### config.mk
export PLATFORM = sky130hd
export DESIGN_NAME = dsp_mac_sequencer
export DESIGN_NICKNAME = d
export VERILOG_FILES = /design/src/rtl/dsp_mac_sequencer.sv
export SDC_FILE = /design/constraint.sdc
export NUM_CORES = 1
export LEC_CHECK = 0
export BUFFER_PORTS_ARGS = -buffer_cell sky130_fd_sc_hd__buf_2
export CAP_MARGIN = 30
export CORE_UTILIZATION = 30
export CTS_BUF_LIST = sky130_fd_sc_hd__clkbuf_8
export DETAILED_ROUTE_END_ITERATION = 8
export GPL_TIMING_DRIVEN = 0
export PLACE_DENSITY_LB_ADDON = 0.2
export SLEW_MARGIN = 25
export SYNTH_ARGS = -nofsm -noshare
export SYNTH_HDL_FRONTEND = slang
export SYNTH_SLANG_ARGS = --single-unit
### constraint.sdc
create_clock -name clk -period 2.3 [get_ports clk]
set_clock_uncertainty 0.05 [all_clocks]
set_input_delay 0.345 -clock clk [delete_from_list [all_inputs] [get_ports clk]]
set_output_delay 0.345 -clock clk [all_outputs]
set_load 0.1 [all_outputs]
### src/rtl/dsp_mac_sequencer.sv
// Sequences a DSP48A1 slice as an N-term multiply-accumulate engine.
// Operand pairs are registered onto dsp_a/dsp_b and a {valid, first} token is shifted
// alongside them so the P clock enable and OPMODE line up with the product at the post-adder.
module dsp_mac_sequencer #(
  parameter int unsigned WIDTH    = 18,
  parameter int unsigned LEN_W    = 8,
  parameter int unsigned PIPE_LAT = 2
) (
  input  logic             clk,
  input  logic             rst,
  input  logic             start,
  input  logic [LEN_W-1:0] len,
  output logic             busy,
  input  logic             in_valid,
  output logic             in_ready,
  input  logic [WIDTH-1:0] in_a,
  input  logic [WIDTH-1:0] in_b,
  output logic [WIDTH-1:0] dsp_a,
  output logic [WIDTH-1:0] dsp_b,
  output logic             dsp_ce_ab,
  output logic             dsp_ce_p,
  output logic [7:0]       dsp_opmode,
  output logic             done
);

  localparam logic [2:0] StIdle  = 3'd0;
  localparam logic [2:0] StRun   = 3'd1;
  localparam logic [2:0] StDrain = 3'd2;
  localparam logic [2:0] StFin   = 3'd3;
  localparam logic [2:0] StZero  = 3'd4;

  localparam logic [LEN_W-1:0] CntOne  = LEN_W'(1);
  localparam logic [LEN_W-1:0] CntZero = '0;

  // X=M, Z=0 loads P with the product; X=M, Z=P accumulates.
  localparam logic [7:0] OpLoad  = 8'h01;
  localparam logic [7:0] OpAccum = 8'h09;

  logic [2:0]       state_q, state_d;
  logic [LEN_W-1:0] cnt_in_q, cnt_in_d;
  logic [LEN_W-1:0] cnt_out_q, cnt_out_d;
  logic [LEN_W-1:0] len_q, len_d;
  logic [WIDTH-1:0] a_q, a_d;
  logic [WIDTH-1:0] b_q, b_d;
  // Token delay line: stage 0 is aligned with dsp_a/dsp_b, stage PIPE_LAT with the post-adder.
  logic [PIPE_LAT:0] v_q, v_d;
  logic [PIPE_LAT:0] f_q, f_d;

  logic hs;
  logic tok;
  logic tok_first;

  // Output decode from state and the last token stage.
  always_comb begin
    busy       = (state_q == StRun) || (state_q == StDrain) || (state_q == StZero);
    in_ready   = (state_q == StRun);
    done       = (state_q == StFin) || (state_q == StZero);
    hs         = in_valid && in_ready;
    tok        = v_q[PIPE_LAT];
    tok_first  = f_q[PIPE_LAT];
    dsp_ce_ab  = busy;
    dsp_ce_p   = busy && tok;
    dsp_opmode = 8'h00;
    if (busy) begin
      dsp_opmode = (tok && tok_first) ? OpLoad : OpAccum;
    end
    dsp_a = a_q;
    dsp_b = b_q;
  end

  // Next-state: FSM, term counters, operand capture and token shift.
  always_comb begin
    state_d   = state_q;
    cnt_in_d  = cnt_in_q;
    cnt_out_d = cnt_out_q;
    len_d     = len_q;
    a_d       = a_q;
    b_d       = b_q;
    v_d       = v_q;
    f_d       = f_q;

    if (hs) begin
      a_d = in_a;
      b_d = in_b;
    end

    // Free-running shift while busy; a cycle without a handshake inserts a bubble.
    if (busy) begin
      for (int i = PIPE_LAT; i > 0; i--) begin
        v_d[i] = v_q[i-1];
        f_d[i] = f_q[i-1];
      end
      v_d[0] = hs;
      f_d[0] = hs && (cnt_in_q == len_q);
    end

    if (busy && tok) begin
      cnt_out_d = cnt_out_q - CntOne;
    end

    case (state_q)
      StIdle: begin
        if (start) begin
          if (len != CntZero) begin
            state_d   = StRun;
            cnt_in_d  = len;
            cnt_out_d = len;
            len_d     = len;
          end else begin
            state_d = StZero;
          end
        end
      end
      StRun: begin
        if (hs) begin
          cnt_in_d = cnt_in_q - CntOne;
          if (cnt_in_q == CntOne) begin
            state_d = StDrain;
          end
        end
      end
      StDrain: begin
        // Leave on the cycle P captures the final product so done follows it directly.
        if (cnt_out_d == CntZero) begin
          state_d = StFin;
        end
      end
      StFin:   state_d = StIdle;
      StZero:  state_d = StIdle;
      default: state_d = StIdle;
    endcase
  end

  // State registers with asynchronous abort.
  always_ff @(posedge clk or posedge rst) begin
    if (rst) begin
      state_q   <= StIdle;
      cnt_in_q  <= '0;
      cnt_out_q <= '0;
      len_q     <= '0;
      a_q       <= '0;
      b_q       <= '0;
      v_q       <= '0;
      f_q       <= '0;
    end else begin
      state_q   <= state_d;
      cnt_in_q  <= cnt_in_d;
      cnt_out_q <= cnt_out_d;
      len_q     <= len_d;
      a_q       <= a_d;
      b_q       <= b_d;
      v_q       <= v_d;
      f_q       <= f_d;
    end
  end

endmodule

[After elaboration in Yosys (flattened, before gate mapping)]
Index checks and enable logic that the tools add are counted.
Storage, ports and cells
  flip-flop bits (word level): 69
  input port bits: 48
  output and inout port bits: 49
Cells by class
  add/sub/neg operators: 2
  eq/ne operators: 11
  muxes and demuxes: 16
  reduce and logical (&&, ||, !) cells: 14
Operators by type and width (count)
  2-to-1 mux 8 bit: 7
  one-hot mux 8 bit (2 select lines): 1
  subtractor 8 x 1 -> 8 bit, second input constant: 2
  2-to-1 mux 3 bit: 5
  one-hot mux 3 bit (3 select lines): 1
  equality test 8 x 1 -> 1 bit, second input constant: 1
  equality test 8 bit: 1
  zero test 8 bit: 1
  2-to-1 mux 4 bit: 2
  AND reduction 4 bit: 2
  nonzero test 8 bit: 1
  equality test 3 x 2 -> 1 bit, second input constant: 2
  != test 2 x 1 -> 1 bit, second input constant: 3
  logical AND 1 bit: 4
  != test 2 bit, second input constant: 2
  equality test 3 x 1 -> 1 bit, second input constant: 1
  equality test 3 bit, second input constant: 1
  zero test 3 bit: 1
  logical OR 1 bit: 3
  AND reduction 3 bit: 1
  nonzero test 2 bit: 1

[Longest topological paths before layout]
Gate-level depths: netlist (run 1).
  word-level depth: 8
  mapped depth: 7
  gate-level depth less buffers: 6

[Worst setup path before layout (run 1)]
OpenSTA, ideal clock, no wires.
  path kind: reg-to-output
  start point: register state_q[0]
  end point: output port dsp_opmode[3]
  arrival: 2.343 ns
  data required time: 1.905 ns
  path slack: -0.438 ns
  cell stages (with the launch flop): 5
  path buffers: 1
  path through: dfrtp_1 -> buf_4 -> nor3b_2 -> nor2_1 -> a21oi_1
Between the ends
  cells in the longest elaborated chain, start to end: 4
Ends and longest elaborated chain
  start, declared: line 39  | logic [2:0] state_q, state_d;
  start signal, assigned: line 137  | state_q <= StIdle;
  start signal, assigned: line 146  | state_q <= state_d;
  equality test 3 x 1 -> 1 bit / equality test 3 x 2 -> 1 bit (equally long branches): line 55  | busy = (state_q == StRun) || (state_q == StDrain) || (state_q == StZero);
  logical OR 1 bit: line 55
  logical OR 1 bit (*): line 55
  2-to-1 mux 4 bit (*): line 64  | if (busy) begin
  end, declared: line 22  | output logic [7:0] dsp_opmode,
Every way passes the cells marked *; elsewhere a longest branch is shown, timed or not.

[Worst setup path after layout (run 1)]
  start point: register state_q[1]
  end point: output port dsp_opmode[0]
Same word-level chain as after synthesis.

==> results.txt, run 1 <==
- For this run, the register share of the synthesized area comes to slightly above 50%.
* Site row count: 38
- The region available for standard cell placement spans around 0.011 mm2.
- Insertion delay of the later-clocked pin in the worst-skew pair: between 300 and 400 ps
* Io pins: 97
- The largest single stage delay on the critical path is between 300 and 400 ps.
- In this run, CTS created clock tree buffers numbering 9.
- For this design, the sink count on the clock tree is 69.
- Req. time, crit path: 1900 ps
* M2 GR Usage: between 20% and 30%
- Timing would allow up to 0.450 GHz.
- Remaining antenna violation count after routing: 0
- Number of instances in the synthesized netlist: 287
- The congestion estimate from routability-driven global placement came to 0.821.
* Die width: 107 um
* Final Hold Violating Endpoints: 0
* Slowest CP cell: dfrtp_1
* Worst endpoint data arrival time: about 1800 ps
- The detailed router finished its first iteration with 103 violations.
- Post-route setup TNS: 0 ps
- CTS tree: yes
* Remaining max-slew budget at the tightest pin: between 50 and 60%
- The clock passes through at most 2 buffers.
- DIE AREA: 0.0115 mm2
* CP Cell Sequence: buf_4, xnor2_4, nor2_1, nor2_4, inv_4, buf_4, buf_6
- The biggest area contributor in the post-synthesis netlist is dfrtp_1.
* Final core utilization: 40.2%
* Element type at the critical path end: primary output
- Wire per inst: between 15 and 20 um
* Register Area: roughly 0.0017 mm2
- Counting the fill cells in the layout gives 1077.
- Diodes inserted: 0
* Total congestion overflow: 0
* Mapped cell area: 0.00334 mm2
- First-pass GRT wire length: between 10000 and 15000 um
* Setup repair after global routing missed its margin: yes
- At the pin with the least slew margin, the transition time is 646 ps.
- The worst setup path is launched from a flip-flop.
- Together, buffers and inverters on the worst path number 4.
* Fraction of synthesized cell area taken by the top area cell type: 51.8%
- Compared with the post-synthesis result, the final layout area differs by 30.6%.
* Worst hold path class: input pin to flip-flop
- Number of remaining DRC errors: 0
- Dividing the final minimum period by the clock period gives 96.7%.
- Mean number of vias per cell: 4.77
- Largest net degree at the start of global routing: 50
* Global Route met1 Usage: 19.9%
- Die height: 107 um
- Post-route worst hold slack: 169 ps
- For this run, the post-layout net count is 453.
- Number of vias in the routed layout: 2610
- Summing all multi-input logic gate instances after layout gives 0.00152 mm2.
- Post-detail-place hpwl: between 6000 and 7000 um
- The number of global-route vias before repair was between 2k and 3k.
- Clock tree synthesis selected as its root buffer the cell clkbuf_8.
* Library cells used by synthesis: 50
* Main synth FF type: dfrtp_1
* Synth async-reset ratio: 100%
* Layer carrying the most global-route usage: met2
* Grt met3 use: 2.85%
* Crit Path Class: flip-flop to primary output
- The run finished with clean final reports.
- The post-route netlist has between 40% and 50% of its cells at a drive strength greater than 1.
- Setup slack closes at 77.0 ps.
- The H-tree generated during clock tree synthesis spans 3 levels.
* Setup violation total in the final timing report: 0
* Initial Utilization: 30.8%
* Setup Slack @ Placement: 0.707 ps
* Number of synthesized register bits: ~70
* CP top delay family: buffers and inverters
- Worst-path clk slew: 80 ps
- In the global route stage, overall resource usage came out at 15.3%.
- In this run the worst path has a maximum fanout of 9.
* Count of input and output buffers: 90
- The average instance in the mapped netlist occupies 11.6 um2.
- By area the synthesized netlist is led by dfrtp_1 (52%), mux2_2 (14%), nand2_1 (3.3%).
- The initial antenna violation count was 0.
- Number of warnings printed during yosys synthesis: 0
* Total count of max-transition violations in the final report: 0
* Max Cap Violations: 0
* Time the final worst path needs with I/O delays and setup: 2220 ps
* Number of detailed-route iterations in the first pass: 4
- In this run, synthesis inferred 0 flip-flops with an integrated enable.
* Most common cell type on the critical path: buf_4
- Wires add up to 8230 um.
==> synth_stat cells, types with 3 or more instances <==
cell type  number
o311ai_0        3
a2bb2oi_1       6
nand2_1        29
xor2_1          8
buf_4          12
nand2b_1        3
nor4_1          6
nor2_1          7
dfrtp_1        69
a21oi_1         8
inv_1           8
nand3_1         7
o22ai_1         3
o211ai_1        4
ha_1            3
or4_1           5
mux2_2         42
nand4_1         3
o21ai_0        11
a221oi_1        3
buf_2           6
or3_1           5
xnor2_1         3
or2_2           3
==> worst reg2reg max path, stage by stage, from the launching register on <==
cell	delay (ps)
dfrtp_1	360
buf_4	190
nor4b_1	400
buf_2	280
o21ai_1	220
buf_4	250
o211ai_1	90
nand3_1	90
==> metrics by stage <==
stage	instance area [um2]	std cells
3_3_place_gp	3990	522
4_1_cts	4280	540
3_5_place_dp	4020	523
6_report	4360	547
2_1_floorplan	3360	292
5_1_grt	4360	547
==> area by class of cell <==
class                   count  area share, %
flip-flops and latches     69           39.6
clock buffers              11           3.48
multi-input cells         195           34.8
clock inverters             5          0.775
inverters                   9          0.890
repair buffers             99           13.4
well taps                 140           4.02
plain buffers              19           2.99
==> logic make-up (layout without fill, tap and decap cells) <==
family	count (synthesis)	after routing	share of synthesized area (%)
AOI/OAI and AO/OA	52	52	11.6
xor gates and xnor gates	11	11	2.89
adders and majority gates	3	3	1.13
buffers and inverters	28	143	4.73
DFF	69	69	51.8
muxes	43	43	14.6
other	1	6	0.112
and+or+nand+nor	80	80	13.2
==> timing repair <==
item                                   in CTS  in global routing
setup endpoints to repair                   6                  5
pin swaps                                   0                  5
resized for setup                          16                  7
endpoints found under the hold margin      20                  0
setup buffers                               0                  7
hold buffers                                1                  0
==> cell usage in the layout, fill, tap and decap left out, types with 7 or more instances in the layout <==
master    instances
dfrtp_1          69
mux2_2           42
o21ai_0          11
buf_2            88
xor2_1            8
nand2_1          29
inv_1             8
nand3_1           7
a21oi_1           7
buf_4            23
clkbuf_8         11
==> final timing paths <==
path / to / slack [ps] / from / cells after the start
setup / recovery: dsp_opmode[0] / 80 / state_q[1] / 7
hold / removal: dsp_b[0] / 170 / in_b[0] / 2
setup reg to reg: cnt_out_q[5] / 270 / state_q[0] / 7
hold reg to reg: v_q[0] / 430 / v_q[0] / 1
max in group asynchronous: dsp_a[0] / 1230 / rst / 4
min in group asynchronous: dsp_b[1] / 430 / rst / 3
==> routing by layer <==
metal,wire length [um],part of all wire (%)
met4,182,2.2
met3,384,4.7
met1,3680,45
met5,0,0
met2,3980,48
==> registers in the layout, summed over array words and instances, names as in the netlist <==
name       cells
len_q          8
dsp_a         18
state_q        3
f_q            3
v_q            3
cnt_in_q       8
cnt_out_q      8
dsp_b         18
Power of run 1 is not shown: default switching activity piles up to over one toggle a cycle in this logic, so the estimate is an artifact.
==> inputs of run 2 (changes only) <==
- clock period: 2.3 -> 2.5 ns (I/O delays scaled with it)
==> run 2 against run 1 <==
  * First-iteration DRC count decreased by 16%
  * Via count increased by 0.23%
  * Final area decreased by 2.1%
  * Sequential share of layout area increased by 0.84 points
  * Cell count decreased by 0.91%
  * Global-route usage decreased by 0.19 points
  * Critical path depth decreased by 1
  * Worst hold slack improved by 34 ps
==> results.txt, run 2 (synthesis results as in run 1) <==
- The path class of the tightest hold or removal check is input pin to flip-flop.
* Remaining max-slew budget at the tightest pin: 59.4%
- Core footprint: 0.0108 mm2
- Synthesis-to-finish area growth: 27.9%
- The number of max-slew violations in the final report is 0.
- In the layout the commonest cells are buf_2 (91), dfrtp_1 (69), mux2_2 (42), nand2_1 (29), buf_4 (19).
* Slew at the pin closest to its max-slew limit: 605 ps
- Count of H-tree levels built during CTS: 3
* DIE AREA: 0.0115 mm2
- The post-route netlist has 46.0% of its cells at a drive strength greater than 1.
- Placer congestion estimate: 0.796
* CTS tree: yes
* GRT Resource Usage Total: 15.1%
* Element type at the critical path end: primary output
- Clock tree synthesis found a total of 69 sinks.
* Area occupied by multi-input gates: 0.00149 mm2
- Max-cap violations in this run came to 0.
* Number of DRC violations after detailed-routing iteration 0: 87
* Final core utilization: between 30% and 40%
- STA puts the critical path data arrival time at 1980 ps.
* Largest net degree at the start of global routing: 51
- The number of antenna diodes in the final layout is 0.
- Dividing the final minimum period by the clock period gives 96.2%.
- Die width: 107 um
- Number of remaining DRC errors: 0
- Cell count after placement: 523
- Detailed routing inserted a total of 2616 vias.
- TritonCTS Buffers: 9
- Row generation in the floorplan step produced 38 rows.
- The count of nets left with antenna violations once routing finished came out at 0.
- Post-Route WL: about 8000 um
- Counting I/O delays and the setup requirement, the final critical path takes 2400 ps.
- Count of input and output buffers: 90
* Mean number of vias per cell: 4.83
* Initial antenna violation count: 0
- Req. time, crit path: 2080 ps
- Worst-path clk slew: around 80 ps
* Number of detailed-route iterations in the first pass: 4
- In the final routed layout, each cell accounts on average for 15.0 um.
- The longest clock path from root to sink contains 2 buffers.
- Final standard cell count with taps included and fillers excluded: 542
- In this run the count of I/O pins placed on the die edge is 97.
* Critical path startpoint category: flip-flop
- The wire-length estimate of the detail-placed layout is around 6000 um.
* Register Area: 0.00173 mm2
* Die height: 107 um
- Final Hold Violating Endpoints: 0
- Maximum clock rate: 0.416 GHz
* Layout fillers: 1088
- The flow ran to the end, and the final reports show no timing, DRC or antenna violations.
- The setup path with the least slack is of type flip-flop to primary output.
- After the last flow step, the layout net total stands at about 450.
- Worst Path Max Fanout: 10
* Via count of the first global-routing pass: roughly 2.5k
* Initial Utilization: 30.8%
- The first global-routing pass estimated 13200 um of wire.
* Clock root buffer: clkbuf_8
* Insertion delay of the later-clocked pin in the worst-skew pair: 340 ps
- Commonest non-fill, non-tap cell in the layout: buf_2
- Setup violation total in the final timing report: 0
* Total congestion overflow: 0
-- run 2: worst max-delay path: stages, from the launching register on --
cell and delay, ps:
dfrtp_1 370, buf_2 190, nor3b_2 360, a2bb2oi_2 170, buf_2 220, inv_1 60, buf_4 280
-- run 2: layout make-up --
class	count	area share, %
flip-flops and latches	69	40.5
multi-input cells	195	34.9
clock buffers	10	3.23
well taps	140	4.11
inverters	9	0.850
repair buffers	95	12.3
plain buffers	19	2.93
clock inverters	5	1.26
-- run 2: per-stage QoR --
stage	cell area [um2]	hold slack (ps)	setup WS [ps]	TNS (ps)
3_5_place_dp	4010	300	148	0
4_1_cts	4230	188	37.9	0
3_3_place_gp	3980	430	-672	-46000
2_1_floorplan	3360	394	149	0
5_1_grt	4270	192	-0.614	-0.614
6_report	4270	203	95.9	0
-- run 2: final timing paths --
path | end | from | cells after the start | slack, ps
max | dsp_ce_p | state_q[1] | 6 | 100
min | dsp_a[3] | in_a[3] | 2 | 200
max reg2reg | dsp_a[14] | state_q[1] | 6 | 350
min reg2reg | v_q[0] | v_q[0] | 1 | 450
max in group asynchronous | cnt_out_q[1] | rst | 4 | 1390
min in group asynchronous | dsp_a[17] | rst | 3 | 470
-- run 2: timing repair --
item | 4_1_cts | 5_1_grt
gates cloned | 0 | 0
pin swaps | 0 | 1
hold buffers | 1 | 0
setup endpoints to repair | 5 | 4
gates resized for setup | 7 | 2
buffers inserted | 0 | 3
endpoints found under the hold margin | 19 | 0
-- run 2: routing by layer --
metal | up-vias | GRT usage, % | share of wire [%]
met4 | 0 | 7.05 | 1.8
met3 | 9 | 2.24 | 3.2
li1 | 1250 | - | -
met1 | 1293 | 19.6 | 47
met5 | - | 0 | 0
met2 | 64 | 24.8 | 48
Power of run 2 is left out for the same reason.
==> inputs of run 3 (changes only) <==
- CTS_BUF_LIST: sky130_fd_sc_hd__clkbuf_8 -> sky130_fd_sc_hd__clkbuf_4
==> run 3 against run 2 <==
  * First-iteration DRC count increased by 23%
  * Via count decreased by 0.61%
  * Final area decreased by 0.79%
  * Critical path type unchanged
  * Largest cell class unchanged
  * Highest routed layer unchanged
==> results.txt, run 3 (synthesis results as in run 1) <==
* Result of the run: finished clean
* Post-Place Cell Area: 0.00401 mm2
- For hold timing, the worst endpoint is dsp_b[9].
* Grt met3 use: between 2 and 2.5%
- M2 GR Usage: 24.9%
- Final design instance area without fill: about 0.0042 mm2
- Cells with a size suffix above 1 make up 46.0% of the layout.
* Worst hold path class: input pin to flip-flop
- The first global-routing pass estimated around 13000 um of wire.
* Maximum clock rate: 0.419 GHz
- Count of input and output buffers: 90
- TritonCTS built the clock tree.
- The number of max-slew violations in the final report is 0.
* Largest net degree at the start of global routing: 51
- Number of sinks handled by clock tree synthesis: 69
* Clock root buffer: clkbuf_4
- After detailed routing, the number of remaining DRC violations is 0.
- The later pin in the worst-skew pair is clocked with a latency of 410 ps.
- Die width: between 100 and 150 um
* Layer carrying the most global-route usage: met2
- The top cell types in the final layout, fill and taps aside, are buf_2 (89), dfrtp_1 (69), mux2_2 (42), nand2_1 (29), buf_4 (14).
- The endpoint identified for the worst register-to-register timing path is dsp_a[14].
- Data on the critical path is required at its endpoint by 2080 ps.
- The signal on the critical path passes through buf_2, nor3b_4, a2bb2oi_4, clkbuf_4, inv_1, buf_6.
- After detailed routing, the number of vias per cell comes to 4.81.
- The first detailed-routing pass ran for 4 iterations.
* Period utilization: between 90% and 100%
* Critical path startpoint category: flip-flop
- The congestion estimate from routability-driven global placement came to around 0.8.
- Initial Utilization: 30.8%
- Io pins: 97
* Hold path startpoint: in_b[9]
- Minimum setup slack among reg-to-reg paths: between 300 and 400 ps
- Via count of the first global-routing pass: approximately 2.5k
- Counting cells, the worst reg-to-reg path comes to 7.
* Setup violation total in the final timing report: 0
- The worst path in the final design needs a cycle of 2390 ps, including I/O delays and setup.
- GRT Resource Usage Total: approximately 15%
* Remaining antenna violation count after routing: 0
- Number of vias in the routed layout: 2600
- Cells fill 39.0% of the core in the end.
- Diodes inserted: 0
- Count of H-tree levels built during CTS: 3
- Core footprint: 0.0108 mm2
* Synthesis-to-finish area growth: 26.9%
- The startpoint identified for the worst register-to-register timing path is state_q[1].
- Setup repair after global routing missed its margin: yes
- The floorplan step defined a die boundary enclosing 0.0115 mm2.
- In this design, the stage delay of the slowest critical-path cell is 380 ps.
- The worst setup path is captured at a primary output.
- The tool flagged a number of max-cap violations equal to 0.
- Slew at the pin closest to its max-slew limit: 615 ps
* Slowest CP cell: dfrtp_1
- Detailed placement finished with a half-perimeter wire length of 5990 um.
- Post-Route WL: 8110 um
- For this run, global-route usage on met1 was measured as between 10% and 20%.
* Worst-path clk slew: 120 ps
- Measured along the y axis, the die boundary spans 107 um.
- Maximum number of buffers from clock root to sink: 2
- The net count of the finished layout is 447.
* Total congestion overflow: 0
- Remaining max-slew budget at the tightest pin: around 59%
- The initial antenna violation count is 0.
- Counting the buffers created by CTS gives 9.
* Worst endpoint data arrival time: 1960 ps
- Final Hold Violating Endpoints: 0
- Worst hold path cell count: 2
- Wire per inst: 15.0 um
- After the first detailed-routing iteration, the DRC count stood at 107.
- The critical path is of the flip-flop to primary output type.
- Commonest non-fill, non-tap cell in the layout: buf_2
- The initialized floorplan defines 38 standard-cell rows.
- Of all nets on the critical path, the largest fanout is 10.
[run 3: changes by cell type in the layout (fill, tap and decap cells not counted), sizes merged]
cell / change
buf: -3
clkbuf: +2
inv: -2
clkinv: +1
[run 3: through the flow]
stage               instances  TNS, ps  hold slack, ps  setup slack, ps
finish                    540        0             133              112
global route              540    -34.7            91.0            -16.1
CTS                       540        0            93.3             40.6
detailed placement        523        0             300              148
global placement          522   -46000             430             -672
floorplan                 292        0             394              149
[run 3: cell type report]
| type | count | area, um2 |
|---|---|---|
| Clock inverter | 4 | 50.0 |
| Buffer | 19 | 128 |
| Tap cell | 140 | 175 |
| Fill cell | 1084 | 6610 |
| Multi-Input combinational cell | 195 | 1510 |
| Inverter | 9 | 38.8 |
| Sequential cell | 69 | 1730 |
| Timing Repair Buffer | 93 | 526 |
| Clock buffer | 11 | 82.6 |
[run 3: timing repair]
action,in CTS,in global routing
endpoints found under the setup margin,6,5
hold endpoints to repair,19,0
setup buffers,1,0
gates resized for setup,13,5
pin swaps,1,0
hold buffers,1,0
[run 3: how the worst max path moves through the flow]
stage | start | endpoint | slack, ps | cells past startpoint
2_1_floorplan | state_q[2] | cnt_in_q[4] | 150 | 6
3_3_place_gp | rst | state_q[0] | -670 | 2
3_5_place_dp | state_q[1] | dsp_ce_ab | 150 | 7
4_1_cts | state_q[1] | dsp_opmode[3] | 40 | 6
5_1_grt | state_q[1] | dsp_ce_ab | -20 | 7
6_report | state_q[1] | dsp_ce_p | 110 | 6
[run 3: per-layer routing]
metal | part of all wire, % | wire, um | up-vias
li1 | - | - | 1249
met1 | 46 | 3760 | 1286
met2 | 49 | 3990 | 55
met3 | 2.9 | 232 | 10
met4 | 1.5 | 125 | 0
met5 | 0 | 0 | -
[run 3: worst max-delay path, delay by kind of cell (launching register included)]
family,cells,cell delay [ps]
and+or+nand+nor,1,340
AOI/OAI and AO/OA,1,140
buffers and inverters,4,700
DFF,1,380
Power of run 3 is left out for the same reason.
